[src/rtl/unified_mem_arbiter.sv]
// Arbitrates one single-ported, variable-latency memory between the fetch port and the
// data port, with one transaction outstanding, a starvation guard for fetch and a watchdog.
module unified_mem_arbiter #(
  parameter int TIMEOUT    = 256,
  parameter int STARVE_MAX = 4
) (
  input  logic        CLK,
  input  logic        resetl,
  input  logic        if_req,
  input  logic [63:0] if_addr,
  output logic [31:0] if_rdata,
  output logic        if_valid,
  input  logic        d_read,
  input  logic        d_write,
  input  logic [63:0] d_addr,
  input  logic [63:0] d_wdata,
  output logic [63:0] d_rdata,
  output logic        d_valid,
  output logic        stall_if,
  output logic        stall_mem,
  output logic        m_req,
  output logic        m_we,
  output logic        m_size,
  output logic [63:0] m_addr,
  output logic [63:0] m_wdata,
  input  logic [63:0] m_rdata,
  input  logic        m_ack,
  output logic        timeout_err
);

  localparam int WW = $clog2(TIMEOUT);
  localparam int SW = $clog2(STARVE_MAX + 1);
  localparam logic [WW-1:0] WAIT_LAST  = WW'(TIMEOUT - 1);
  localparam logic [SW-1:0] STARVE_TOP = SW'(STARVE_MAX);

  typedef enum logic [1:0] {IDLE, IF_WAIT, D_WAIT} state_t;

  state_t        state, state_nx;
  logic [WW-1:0] wait_cnt, wait_cnt_nx;
  logic [SW-1:0] starve_cnt, starve_nx;
  logic          we_nx, size_nx, if_valid_nx, d_valid_nx, terr_nx;
  logic [63:0]   addr_nx, wdata_nx, d_rdata_nx;
  logic [31:0]   if_rdata_nx;
  logic          d_any, if_ok, d_ok, grant_if, grant_d;

  // A port whose valid is high this cycle still shows its old request, so it is not eligible.
  assign d_any     = d_read | d_write;
  assign if_ok     = if_req & ~if_valid;
  assign d_ok      = d_any & ~d_valid;
  assign m_req     = (state != IDLE);
  assign stall_if  = if_req & ~if_valid;
  assign stall_mem = d_any & ~d_valid;

  always_comb begin
    state_nx    = state;
    wait_cnt_nx = wait_cnt;
    starve_nx   = starve_cnt;
    we_nx       = m_we;
    size_nx     = m_size;
    addr_nx     = m_addr;
    wdata_nx    = m_wdata;
    if_rdata_nx = if_rdata;
    d_rdata_nx  = d_rdata;
    if_valid_nx = 1'b0;
    d_valid_nx  = 1'b0;
    terr_nx     = timeout_err;
    grant_if    = 1'b0;
    grant_d     = 1'b0;
    if (!if_req) starve_nx = '0;
    unique case (state)
      IDLE: begin
        wait_cnt_nx = '0;
        grant_if    = if_ok & (~d_ok | (starve_cnt == STARVE_TOP));
        grant_d     = d_ok & ~grant_if;
        if (grant_if) begin
          state_nx  = IF_WAIT;
          we_nx     = 1'b0;
          size_nx   = 1'b0;
          addr_nx   = if_addr;
          wdata_nx  = '0;
          starve_nx = '0;
        end else if (grant_d) begin
          // A store wins when both load and store are raised together.
          state_nx = D_WAIT;
          we_nx    = d_write;
          size_nx  = 1'b1;
          addr_nx  = d_addr;
          wdata_nx = d_wdata;
          if (if_req && starve_cnt != STARVE_TOP) starve_nx = starve_cnt + SW'(1);
        end
      end
      IF_WAIT, D_WAIT: begin
        if (m_ack || wait_cnt == WAIT_LAST) begin
          state_nx    = IDLE;
          wait_cnt_nx = '0;
          if (!m_ack) terr_nx = 1'b1;
          if (state == IF_WAIT) begin
            if_valid_nx = 1'b1;
            if_rdata_nx = m_ack ? m_rdata[31:0] : 32'h0;
          end else begin
            d_valid_nx = 1'b1;
            d_rdata_nx = (m_ack && !m_we) ? m_rdata : 64'h0;
          end
        end else begin
          wait_cnt_nx = wait_cnt + WW'(1);
        end
      end
      default: state_nx = IDLE;
    endcase
  end

  always_ff @(posedge CLK) begin
    if (!resetl) begin
      state       <= IDLE;
      wait_cnt    <= '0;
      starve_cnt  <= '0;
      m_we        <= 1'b0;
      m_size      <= 1'b0;
      m_addr      <= '0;
      m_wdata     <= '0;
      if_rdata    <= '0;
      d_rdata     <= '0;
      if_valid    <= 1'b0;
      d_valid     <= 1'b0;
      timeout_err <= 1'b0;
    end else begin
      state       <= state_nx;
      wait_cnt    <= wait_cnt_nx;
      starve_cnt  <= starve_nx;
      m_we        <= we_nx;
      m_size      <= size_nx;
      m_addr      <= addr_nx;
      m_wdata     <= wdata_nx;
      if_rdata    <= if_rdata_nx;
      d_rdata     <= d_rdata_nx;
      if_valid    <= if_valid_nx;
      d_valid     <= d_valid_nx;
      timeout_err <= terr_nx;
    end
  end

endmodule

[config.mk]
export PLATFORM = sky130hd
export DESIGN_NAME = unified_mem_arbiter
export DESIGN_NICKNAME = d
export VERILOG_FILES = /design/src/rtl/unified_mem_arbiter.sv
export SDC_FILE = /design/constraint.sdc
export NUM_CORES = 1
export LEC_CHECK = 0
export ABC_CLOCK_PERIOD_IN_PS = 1800
export CELL_PAD_IN_SITES_DETAIL_PLACEMENT = 1
export CELL_PAD_IN_SITES_GLOBAL_PLACEMENT = 1
export CORE_ASPECT_RATIO = 0.75
export CORE_UTILIZATION = 26
export CTS_CLUSTER_DIAMETER = 50
export CTS_CLUSTER_SIZE = 24
export DETAILED_ROUTE_END_ITERATION = 8
export PLACE_DENSITY = 0.73
export SYNTH_ARGS = -nofsm -noshare
export SYNTH_HDL_FRONTEND = slang
export SYNTH_SLANG_ARGS = --single-unit
[constraint.sdc]
create_clock -name CLK -period 1.8 [get_ports CLK]
set_input_delay 0.18 -clock CLK [delete_from_list [all_inputs] [get_ports CLK]]
set_output_delay 0.18 -clock CLK [all_outputs]
set_load 0.1 [all_outputs]
# Word level (Yosys, flattened, before mapping)
# Cells that the tools add are included.
totals:
  reg_bits: 242
  latchBits: 0
  ramBits: 0
  romBits: 0
  in_bits: 262
  memories: 0
op_classes:
  add_sub_neg: 2
  multipliers: 0
  div: 0
  magnitude_cmp: 0
  eq_ne: 7
  shift: 0
  n_mux: 23
  bitwise_logic: 12
  n_reduce_logical: 15
ops:
  columns: ["operator", "count"]
  rows:
  - ["two-way mux 64 bit", 5]
  - ["two-way mux 32 bit", 1]
  - ["one-hot mux 8 bit (2 select lines)", 1]
  - ["two-way mux 3 bit", 5]
  - ["AND reduction 3 bit", 4]
  - ["adder 8 x 1 -> 8 bit (second input constant)", 1]
  - ["== test 8 bit (second input constant)", 1]
  - ["two-way mux 8 bit", 1]
  - ["two-way mux 1 bit", 6]
  - ["two-way mux 2 bit", 3]
  - ["!= test 3 bit (second input constant)", 2]
  - ["inverter 1 bit", 6]
  - ["nonzero test 2 bit", 3]
  - ["AND 1 bit", 4]
  - ["one-hot mux 2 bit (2 select lines)", 1]
  - ["AND reduction 2 bit", 2]
  - ["adder 3 x 1 -> 3 bit (second input constant)", 1]
  - ["== test 3 bit (second input constant)", 1]
  - ["== test 2 x 1 -> 1 bit (second input constant)", 1]
  - ["== test 2 bit (second input constant)", 1]
  - ["logical AND 1 bit", 2]
  - ["zero test 2 bit", 1]
  - ["!= test 2 bit (second input constant)", 1]
  - ["bitwise OR 1 bit", 2]
  - ["3 further kinds", 3]

# Longest topological paths before layout
# Gate-level depths: netlist of run 1.
depth:
  word_depth: 10
  depth_mapped: 7
  mapped_depth_nobuf: 5

# Worst setup path before layout of run 1
# OpenSTA, ideal clock, no wires.
synth_timing:
  kind: "flip-flop to flip-flop"
  start: "reg d_valid"
  end: "reg m_addr[61]"
  setup_time_ns: 0.122
  arrival_ns: 2.529
  required_ns: 1.678
  slack_ns: -0.851
  stages_incl_launch_ff: 6
  cell_sequence: "dfxtp_1 -> o21bai_1 -> inv_2 -> clkbuf_1 -> a211oi_1 -> a221o_1"
synth_between:
  elab_chain_cells: 9
  elab_cells_between_ends: 10
  classes_between: "mux (1); bitwise (7); reduce/logical (2)"
synth_rtl:
  columns: ["item", "line_no", "source"]
  rows:
  - ["from (decl)", "18", "output logic d_valid,"]
  - ["from (signal assigned)", "137", "d_valid <= d_valid_nx;"]
  - ["inverter 1 bit *", null, null]
  - ["AND 1 bit *", null, null]
  - ["named net stall_mem", "20", "output logic stall_mem,"]
  - ["inverter 1 bit", "73", "grant_if = if_ok & (~d_ok | (starve_cnt == STARVE_TOP));"]
  - ["bitwise OR 1 bit", "73", null]
  - ["AND 1 bit", "73", null]
  - ["inverter 1 bit", "74", "grant_d = d_ok & ~grant_if;"]
  - ["AND 1 bit", "74", null]
  - ["nonzero test 2 bit (no source line)", null, null]
  - ["AND reduction 2 bit (no source line)", null, null]
  - ["to (signal assigned)", "132", "m_addr <= addr_nx;"]
  - ["to (decl)", "24", "output logic [63:0] m_addr,"]
# Mark *: on every way through the listed nets, which the timed path passes. The rest lies on a longest branch.
# A chain may end at the register's enable or synchronous reset.

# Final worst setup path of run 1
layout_timing:
  start: "reg d_valid"
  end: "out stall_mem"
layout_between:
  elab_chain_cells: 2
layout_rtl:
  columns: ["item", "line_no", "source"]
  rows:
  - ["inverter 1 bit", "52", "assign stall_mem = d_any & ~d_valid;"]
  - ["AND 1 bit", "52", null]
  - ["to (decl)", "20", null]
# Every way passes these cells.

==> flow_summary_export.csv, run 1 <==
group,metric,value,unit
status,status,"complete, no violations",
clock_network,htree_num_levels,1,
run,max_cap_violations,0,
clock_network,cts-root-buf,"clkbuf_16",
finish,area_growth_syn_to_layout,66.3,%
timing,achievable-frequency,0.573,GHz
clock_network,clk_transition_reported_paths,0.08,ns
timing,timing.final.setup_violations,0,
logic_synthesis,syn-mean-instance-area,9.43,um^2
worst_setup_path,crit_path_max_fanout,4,
floorplanning,num_rows,61,
logic_synthesis,synth.most_common_cell,"dfxtp_1",
logic_synthesis,synth_largest_area_cell,"dfxtp_1",
floorplanning,die_h,172,um
logic_synthesis,synth_ff_type,"dfxtp_1",
worst_setup_path,cpLargestDelayFamily,"buffers and inverters",
timing,fin_skew,0.0262,ns
clock_network,insertion_delay,0.58,ns
finish,layout.nets,1799,
logic_synthesis,synth_enable_flop_cells,0,
route,vias_per_cell,5.10,
timing,tightestPinTransition,0.829,ns
logic_synthesis,synth-seq-cells,242,
floorplanning,boundaryPins,494,
timing,report.final.hold_viol_count,0,
grt,globalRouteOverflowTotal,0,
logic_synthesis,synthesis.area,9970,um^2
floorplanning,core_area,37400,um^2
worst_setup_path,required_time_of_the_worst_setup_path,1.62,ns
logic_synthesis,netlist_instances,1058,
worst_setup_path,reg2reg_slack,0.09,ns
timing,final.min_clock_period,1.75,ns
worst_setup_path,path_cells,"o21bai_1, inv_2, buf_12, buf_4, buf_12",
grt,grt_max_degree,191,
logic_synthesis,synth_async_sr_flop_share,0,%
grt,antenna_found_initial,8,
route,dr.pass1.iters,5,
route,route.vias.total,10535,
logic_synthesis,synthDistinctLibCells,46,
placement,dp_hpwl,31000,um
timing,setup-tns-final,0,ns
floorplanning,effective_utilization_at_floorplan,26.7,%
finish,drive_gt1_share,23.7,%
route,finalWirelength,43100,um
floorplanning,design.die.area,39200,um^2
finish,n_fill_cell,4180,
route,drc_errors,0,
logic_synthesis,synth.area.top_cells,"dfxtp_1, a221o_1, a22o_1",
worst_setup_path,critPathArrivalTime,1.57,ns
placement,gpl.final_weighted_congestion,0.830,
worst_setup_path,crit_path_start_kind,"register",
logic_synthesis,post-synth-top-area-fraction,48.6,%
worst_hold_path,timing.hold.worst.class,"input pin to register",
route,drt_first_iter_violations,642,
clock_network,cts.sink_count,242,
pwr,pwr_density_cell,1280,nW/um^2
timing,fraction_of_the_cycle_the_final_worst_path_needs,97.0,%
worst_setup_path,cp.buffers_inverters,4,
worst_setup_path,critPathCaptureType,"primary output",
route,routedWlPerCell,20.8,um
pwr,power.total,21.3,mW
timing,fin_max_slew_vios,0,
timing,rsz0062_at_grt,"true",
placement,worst_setup_slack_post_dpl,-0.0986,ns
clock_network,number_of_clock_buffers_inserted_by_tritoncts,30,
route,drt.antenna.violating_nets,0,
logic_synthesis,seq_total_area_yosys,48.6,%
pwr,worst_vdd_rail_ir_drop,752,uV
clock_network,cts_max_path_buffers,3,
timing,slew_headroom,44.7,%
worst_setup_path,cp_slowest_cell,"dfxtp_4",
placement,numPortBuffers,493,
grt,via_count_of_the_first_global_routing_pass,10636,
grt,grt_use_total,20.8,%
pwr,leakagePower,6.59,nW
worst_setup_path,crit_top_cell,"buf_12",
logic_synthesis,synth_nets,1326,
finish,finalCoreUtilization,44.3,%
clock_network,tritoncts,"built",
grt,grt_first_pass_wirelength,64500,um
worst_setup_path,setup.worst_path.class,"register to primary output",
worst_setup_path,max_stage_delay,0.34,ns
timing,final.setup.worst_slack,0.0538,ns
floorplanning,die_w,228,um
logic_synthesis,synth_common_cells,"dfxtp_1, nand2_1, clkbuf_1",
logic_synthesis,synth.yosys.warnings,0,
timing,worst_hold_slack,0.201,ns
state kept, by name (all words and copies together) (netlist names):
| register | cells |
|---|---|
| m_we | 1 |
| m_size | 1 |
| m_addr | 64 |
| m_wdata | 64 |
| starve_cnt | 3 |
| if_valid | 1 |
| wait_cnt | 8 |
| if_rdata | 32 |
| d_rdata | 64 |
| d_valid | 1 |
| timeout_err | 1 |
| state | 2 |
cells in the final DEF (no fill, tap or decap), types with 3 or more instances in the layout:
cell type,Yosys,routed
clkdlybuf4s50_1,0,260
buf_4,0,260
dfxtp_1,242,238
nand2_1,101,100
inv_1,73,70
nand3_1,68,68
a211oi_1,69,68
nand3b_1,65,65
a22o_1,65,65
o211ai_1,64,64
a221o_1,64,64
buf_12,0,33
a32oi_1,32,32
clkbuf_16,0,31
o21ai_0,22,22
o21ai_1,13,13
diode_2,0,8
clkinv_8,0,6
nand4_1,5,5
ha_1,6,5
clkinvlp_4,0,4
a31oi_1,4,4
inv_6,0,4
inv_2,1,3
and4_1,3,3
nand4b_1,3,3
o221ai_1,3,3
a21oi_1,3,3
clkbuf_8,0,3
dfxtp_4,0,3
power by group:
part / leakage (nW) / internal [mW] / switching (mW)
sequential: 1.98 / 5.99 / 0.458
combinational: 4.09 / 2.22 / 6.11
clock: 0.522 / 3.69 / 2.80
worst paths after layout:
kind | start | end | cells after the start
setup / recovery | d_valid | stall_mem | 5
hold / removal | d_wdata[9] | m_wdata[9] | 2
setup reg to reg | state[1] | m_wdata[13] | 7
hold reg to reg | if_rdata[28] | if_rdata[28] | 2
per-stage QoR:
stage	cell area (um^2)	std cells
2_1_floorplan	9990	1058
3_3_place_gp	15400	1995
3_5_place_dp	15400	1995
4_1_cts	16500	2055
5_1_grt	16600	2065
6_report	16600	2067
cell families after synthesis:
family                   share of synthesized area, %
AO/OA/AOI/OAI                                    28.6
XOR/XNOR                                        0.264
adder cells (fa/ha/maj)                         0.753
buffers and inverters                            7.55
flip-flops                                       48.6
multiplexers                                    0.100
AND/OR/NAND/NOR                                  14.2
repair_timing:
item,CTS,global route
cloned,1,0
setup endpoints to repair,4,6
endpoints found under the hold margin,6,0
buffers inserted,2,4
gates resized for setup,7,2
hold buffers,1,0
layer usage:
metal / vias up / part of all wire [%] / global-route usage, % / wire, um
met5: - / 0.021 / 0 / 9
met4: 2 / 3.2 / 7.62 / 1380
met3: 73 / 7.8 / 6.53 / 3340
met2: 351 / 47 / 34.0 / 20400
met1: 5161 / 42 / 25.8 / 18000
li1: 4948 / - / - / -
area by class of cell:
type                       count  area (um^2)  share of cell area (%)
timing repair buffer         557         5280                    31.9
sequential                   242         4860                    29.3
antenna                        8         20.0                   0.121
multi-input combinational    625         4410                    26.6
clock inverter                21          270                    1.63
inverter                      75          285                    1.72
tap                          504          631                    3.80
clock buffer                  35          821                    4.95
Power figures use the tool's default switching activity.
==> run 2, diff against run 1 <==
- SETUP_SLACK_MARGIN: not set -> 0.5
==> run 2 against run 1 <==
Against the previous run:
- clock skew about the same
- sequential power about the same
- cell count increased by 0.29%
- worst setup slack improved by 0.016 ns
- first-iteration DRC count decreased by 14%
- highest routed layer unchanged
- via count increased by 1.1%
- sequential cell count unchanged
==> flow_summary_export.csv, run 2 (same netlist as run 1, synthesis figures left out) <==
group,metric,value,unit
pwr,leakagePower,6.64,nW
worst_hold_path,hold_path_depth,4,
timing,fin_max_slew_vios,0,
finish,drive_gt1_share,25.1,%
placement,placedCellCount,2000,
clock_network,insertion_delay,0.58,ns
finish,mostFrequentLayoutCell,"buf_4",
route,drt.antenna.violating_nets,0,
clock_network,cts_max_path_buffers,3,
grt,grt_max_degree,191,
route,drt_first_iter_violations,554,
timing,final.min_clock_period,1.73,ns
route,finalWirelength,45600,um
grt,via_count_of_the_first_global_routing_pass,10848,
worst_setup_path,required_time_of_the_worst_setup_path,1.62,ns
pwr,pwr_density_cell,1280,nW/um^2
finish,layout_top_registers,"d_rdata x64, m_addr x64, m_wdata x64",
placement,dp_hpwl,32800,um
timing,timing.final.setup_violations,0,
pwr,worst_vdd_rail_ir_drop,657,uV
placement,gpl.final_weighted_congestion,0.924,
floorplanning,die_w,228,um
status,status,"complete, no violations",
timing,rsz0062_at_grt,"true",
worst_setup_path,cp.buffers_inverters,4,
route,dr.pass1.iters,5,
timing,worst_hold_slack,0.120,ns
clock_network,clk_transition_reported_paths,0.07,ns
clock_network,number_of_clock_buffers_inserted_by_tritoncts,30,
route,vias_per_cell,5.14,
worst_setup_path,critPathCaptureType,"primary output",
worst_setup_path,cpLargestDelayFamily,"buffers and inverters",
clock_network,tritoncts,"built",
finish,leading_cell_types_in_the_layout_fill_and_taps_excluded,"buf_4, clkdlybuf4s50_1, dfxtp_1",
floorplanning,die_h,172,um
route,routedWlPerCell,22.0,um
timing,fraction_of_the_cycle_the_final_worst_path_needs,96.1,%
timing,setup-tns-final,0,ns
clock_network,cts.sink_count,242,
placement,numPortBuffers,493,
floorplanning,core_area,37400,um^2
finish,layout.nets,1807,
clock_network,cts-root-buf,"clkbuf_16",
worst_setup_path,critPathArrivalTime,1.55,ns
finish,layout.cells.non_filler,2073,
worst_setup_path,setup.worst_path.class,"register to primary output",
grt,grt_use_total,22.0,%
floorplanning,design.die.area,39200,um^2
worst_hold_path,timing.hold.worst.class,"input pin to register",
grt,antenna_found_initial,10,
timing,slew_headroom,44.4,%
floorplanning,num_rows,61,
finish,area_growth_syn_to_layout,67.8,%
timing,fin_skew,0.0263,ns
run,max_cap_violations,0,
placement,worst_setup_slack_post_dpl,-0.179,ns
worst_setup_path,cp_slowest_cell,"dfxtp_4",
grt,globalRouteOverflowTotal,0,
route,drc_errors,0,
floorplanning,boundaryPins,494,
worst_setup_path,ff2ff_path_depth,7,
worst_setup_path,crit_path_max_fanout,4,
worst_setup_path,path_cells,"inv_2, ha_4, buf_6, clkinvlp_4, buf_12",
worst_setup_path,max_stage_delay,0.35,ns
timing,final.setup.worst_slack,0.0698,ns
floorplanning,effective_utilization_at_floorplan,26.7,%
grt,grt_first_pass_wirelength,67500,um
worst_setup_path,crit_cells,5,
timing,tightestPinTransition,0.835,ns
clock_network,htree_num_levels,1,
finish,n_fill_cell,4236,
timing,achievable-frequency,0.578,GHz
route,route.vias.total,10651,
timing,report.final.hold_viol_count,0,
worst_setup_path,crit_path_start_kind,"register",
## run 2: repair_timing
action / CTS / global route
endpoints found under the hold margin: 8 / 0
setup buffers: 5 / 3
endpoints found under the setup margin: 472 / 474
gates cloned: 0 / 1
hold buffers: 2 / 0
gates resized for setup: 8 / 9
pin swaps: 1 / 2
## run 2: routing by layer
layer	vias to the layer above	GRT usage (%)	share of wire [%]
li1	4979	-	-
met1	5227	26.6	41
met2	355	35.8	47
met3	82	7.53	8.2
met4	8	8.61	3.6
met5	-	0	0.11
## run 2: layout make-up
class	instances	area, um^2	area share (%)
Timing Repair Buffer	565	5360	32.0
Clock inverter	25	318	1.90
Sequential cell	242	4860	29.1
Clock buffer	31	754	4.51
Multi-Input combinational cell	625	4510	26.9
Antenna cell	6	15.0	0.0898
Inverter	75	285	1.71
Tap cell	504	631	3.77
## run 2: worst paths after layout
check / start / end / slack, ns
setup / recovery: state[0] / m_req / 0.07
hold reg to reg: if_rdata[21] / if_rdata[21] / 0.46
hold / removal: resetl / timeout_err / 0.12
setup reg to reg: state[0] / d_rdata[38] / 0.09
## run 2: metrics by stage
step / power, mW / util [%] / area (um^2)
finish: 21.4 / 44.7 / 16700
global route: 22.1 / 44.7 / 16700
CTS: 21.5 / 44.4 / 16600
detailed placement: 14.9 / 41.3 / 15500
global placement: 14.8 / 41.3 / 15500
floorplan: 12.5 / - / 10400
## run 2: report_power, final
group / leakage, nW / internal (mW) / total, mW / switching [mW]
combinational: 4.13 / 2.27 / 8.46 / 6.19
clock: 0.524 / 3.65 / 6.51 / 2.86
sequential: 1.99 / 5.99 / 6.46 / 0.464
## run 2: worst reg2reg max path, cell delays in order, from the launching register on
cell and delay [ns]:
dfxtp_4 0.35, buf_4 0.14, ha_1 0.20, buf_4 0.14, nand2b_2 0.18, buf_12 0.19, nand3_1 0.23, o211ai_1 0.12
==> run 3, diff against run 2 <==
- SKIP_CTS_REPAIR_TIMING: not set -> 1
==> run 3 against run 2 <==
Against the previous run:
- sequential share of layout area decreased by 0.99 points
- highest routed layer unchanged
- via count up 2.1%
- fmax fell by 2.2%
- die area did not move
- core utilization up 1.6 points
==> flow_summary_export.csv, run 3 (same netlist as run 1, synthesis figures left out) <==
group,metric,value,unit
timing,tightestPinTransition,0.897,ns
floorplanning,effective_utilization_at_floorplan,26.7,%
pwr,p_switching,9.67,mW
placement,dpl-instance-area,15500,um^2
worst_setup_path,reg2reg_slack,0.05,ns
worst_hold_path,timing.hold.worst.class,"input pin to register",
timing,slew_headroom,40.2,%
finish,layout.nets,1841,
worst_setup_path,cp.buffers_inverters,4,
worst_setup_path,critPathCaptureType,"primary output",
finish,layout_top_registers,"d_rdata x64, m_addr x64, m_wdata x64",
floorplanning,die_h,172,um
placement,dp_hpwl,32800,um
worst_setup_path,max_stage_delay,0.36,ns
worst_setup_path,cpLargestDelayFamily,"buffers and inverters",
floorplanning,core_area,37400,um^2
worst_setup_path,required_time_of_the_worst_setup_path,1.62,ns
clock_network,insertion_delay,0.58,ns
status,status,"complete, no violations",
worst_setup_path,path_cells,"inv_2, ha_4, buf_6, clkinvlp_4, buf_12",
pwr,pwr-share-clk,29.9,%
pwr,p_int,12.1,mW
route,drc_errors,0,
clock_network,number_of_clock_buffers_inserted_by_tritoncts,30,
clock_network,cts.sink_count,242,
finish,n_fill_cell,4201,
pwr,leakagePower,6.92,nW
run,max_cap_violations,0,
worst_setup_path,crit_path_start_kind,"register",
timing,fin_skew,0.0253,ns
grt,grt_max_degree,191,
placement,worst_setup_slack_post_dpl,-0.179,ns
timing,timing.final.setup_violations,0,
grt,via_count_of_the_first_global_routing_pass,10793,
finish,mostFrequentLayoutCell,"buf_4",
placement,numPortBuffers,493,
floorplanning,boundaryPins,494,
floorplanning,num_rows,61,
grt,grt_use_total,21.9,%
pwr,pwr_density_cell,1260,nW/um^2
timing,achievable-frequency,0.565,GHz
finish,leading_cell_types_in_the_layout_fill_and_taps_excluded,"buf_4, clkdlybuf4s50_1, dfxtp_1",
worst_setup_path,crit_path_max_fanout,5,
clock_network,cts-root-buf,"clkbuf_16",
timing,fin_max_slew_vios,0,
route,dr.pass1.iters,5,
timing,final.setup.worst_slack,0.0313,ns
clock_network,clk_transition_reported_paths,0.07,ns
timing,final.min_clock_period,1.77,ns
grt,grt_first_pass_wirelength,67400,um
route,drt.antenna.violating_nets,0,
clock_network,cts_max_path_buffers,3,
timing,report.final.hold_viol_count,0,
route,vias_per_cell,5.16,
pwr,worst_vdd_rail_ir_drop,659,uV
worst_setup_path,setup.worst_path.class,"register to primary output",
placement,gpl.final_weighted_congestion,0.924,
timing,fraction_of_the_cycle_the_final_worst_path_needs,98.3,%
route,finalWirelength,48800,um
grt,globalRouteOverflowTotal,0,
finish,area_growth_syn_to_layout,73.9,%
grt,antenna_found_initial,10,
pwr,power.total,21.8,mW
worst_setup_path,critPathArrivalTime,1.59,ns
clock_network,htree_num_levels,1,
route,route.vias.total,10878,
worst_setup_path,cp_slowest_cell,"dfxtp_4",
clock_network,tritoncts,"built",
pwr,share_seq_of_total_power,29.6,%
finish,area_of_all_placed_cells_without_fillers,17300,um^2
pwr,netSwitchingFraction,44.4,%
route,routedWlPerCell,23.2,um
pwr,comb_power_share,40.6,%
finish,drive_gt1_share,27.5,%
floorplanning,die_w,228,um
floorplanning,design.die.area,39200,um^2
timing,rsz0062_at_grt,"true",
route,drt_first_iter_violations,559,
[run 3: changes by cell type in the layout (fill, tap and decap cells not counted), moves of 3 or more]
cell / delta
a32oi_1: -4
a211oi_1: +7
a32oi_2: +4
buf_4: +10
a211oi_2: -7
o21ai_0: -3
buf_8: +5
buf_6: +5
dfxtp_1: -3
clkbuf_16: +10
[run 3: layout make-up]
class | count | area (um^2) | share of cell area (%)
diodes | 6 | 15.0 | 0.0866
clock buffers | 31 | 754 | 4.35
clock inverters | 25 | 318 | 1.83
inverters | 75 | 288 | 1.66
multi-input cells | 626 | 4590 | 26.5
flip-flops and latches | 242 | 4870 | 28.1
well taps | 504 | 631 | 3.64
repair buffers | 598 | 5870 | 33.9
[run 3: worst paths after layout]
path                startpoint            to  depth (start not counted)
hold reg to reg   if_rdata[21]  if_rdata[21]                          2
setup / recovery      state[0]         m_req                          5
hold / removal          resetl   wait_cnt[5]                          4
setup reg to reg      state[1]   m_wdata[51]                          7
[run 3: metal layers]
| layer | share of wire, % | GRT usage (%) | up-vias |
|---|---|---|---|
| met5 | 0.10 | 0 | - |
| met4 | 3.7 | 8.52 | 8 |
| met2 | 48 | 35.7 | 381 |
| li1 | - | - | 5056 |
| met3 | 8.0 | 7.64 | 86 |
| met1 | 41 | 26.5 | 5347 |
[run 3: worst min-delay path, delay by kind of cell]
| family | cells | cell delay [ns] |
|---|---|---|
| buffers and inverters | 3 | 0.43 |
| AOI/OAI and AO/OA | 1 | 0.04 |
[run 3: stage by stage]
step	hold WS (ns)	utilization [%]	cells	TNS (ns)
2_1_floorplan	0.299	-	1058	0
3_3_place_gp	0.451	41.3	2000	-17.52
3_5_place_dp	0.461	41.3	2000	-19.11
4_1_cts	-0.0681	44.2	2056	-0.533
5_1_grt	0.124	46.3	2105	-0.0434
6_report	0.130	46.4	2107	0
[run 3: power groups by stage]
stage,registers [mW],logic [mW],clock network [mW]
after floorplan,10.9,1.66,0
after global placement,6.54,8.27,0
after detailed placement,6.56,8.35,0
after CTS,6.46,8.38,6.66
after global routing,6.52,9.10,6.89
final,6.45,8.85,6.52
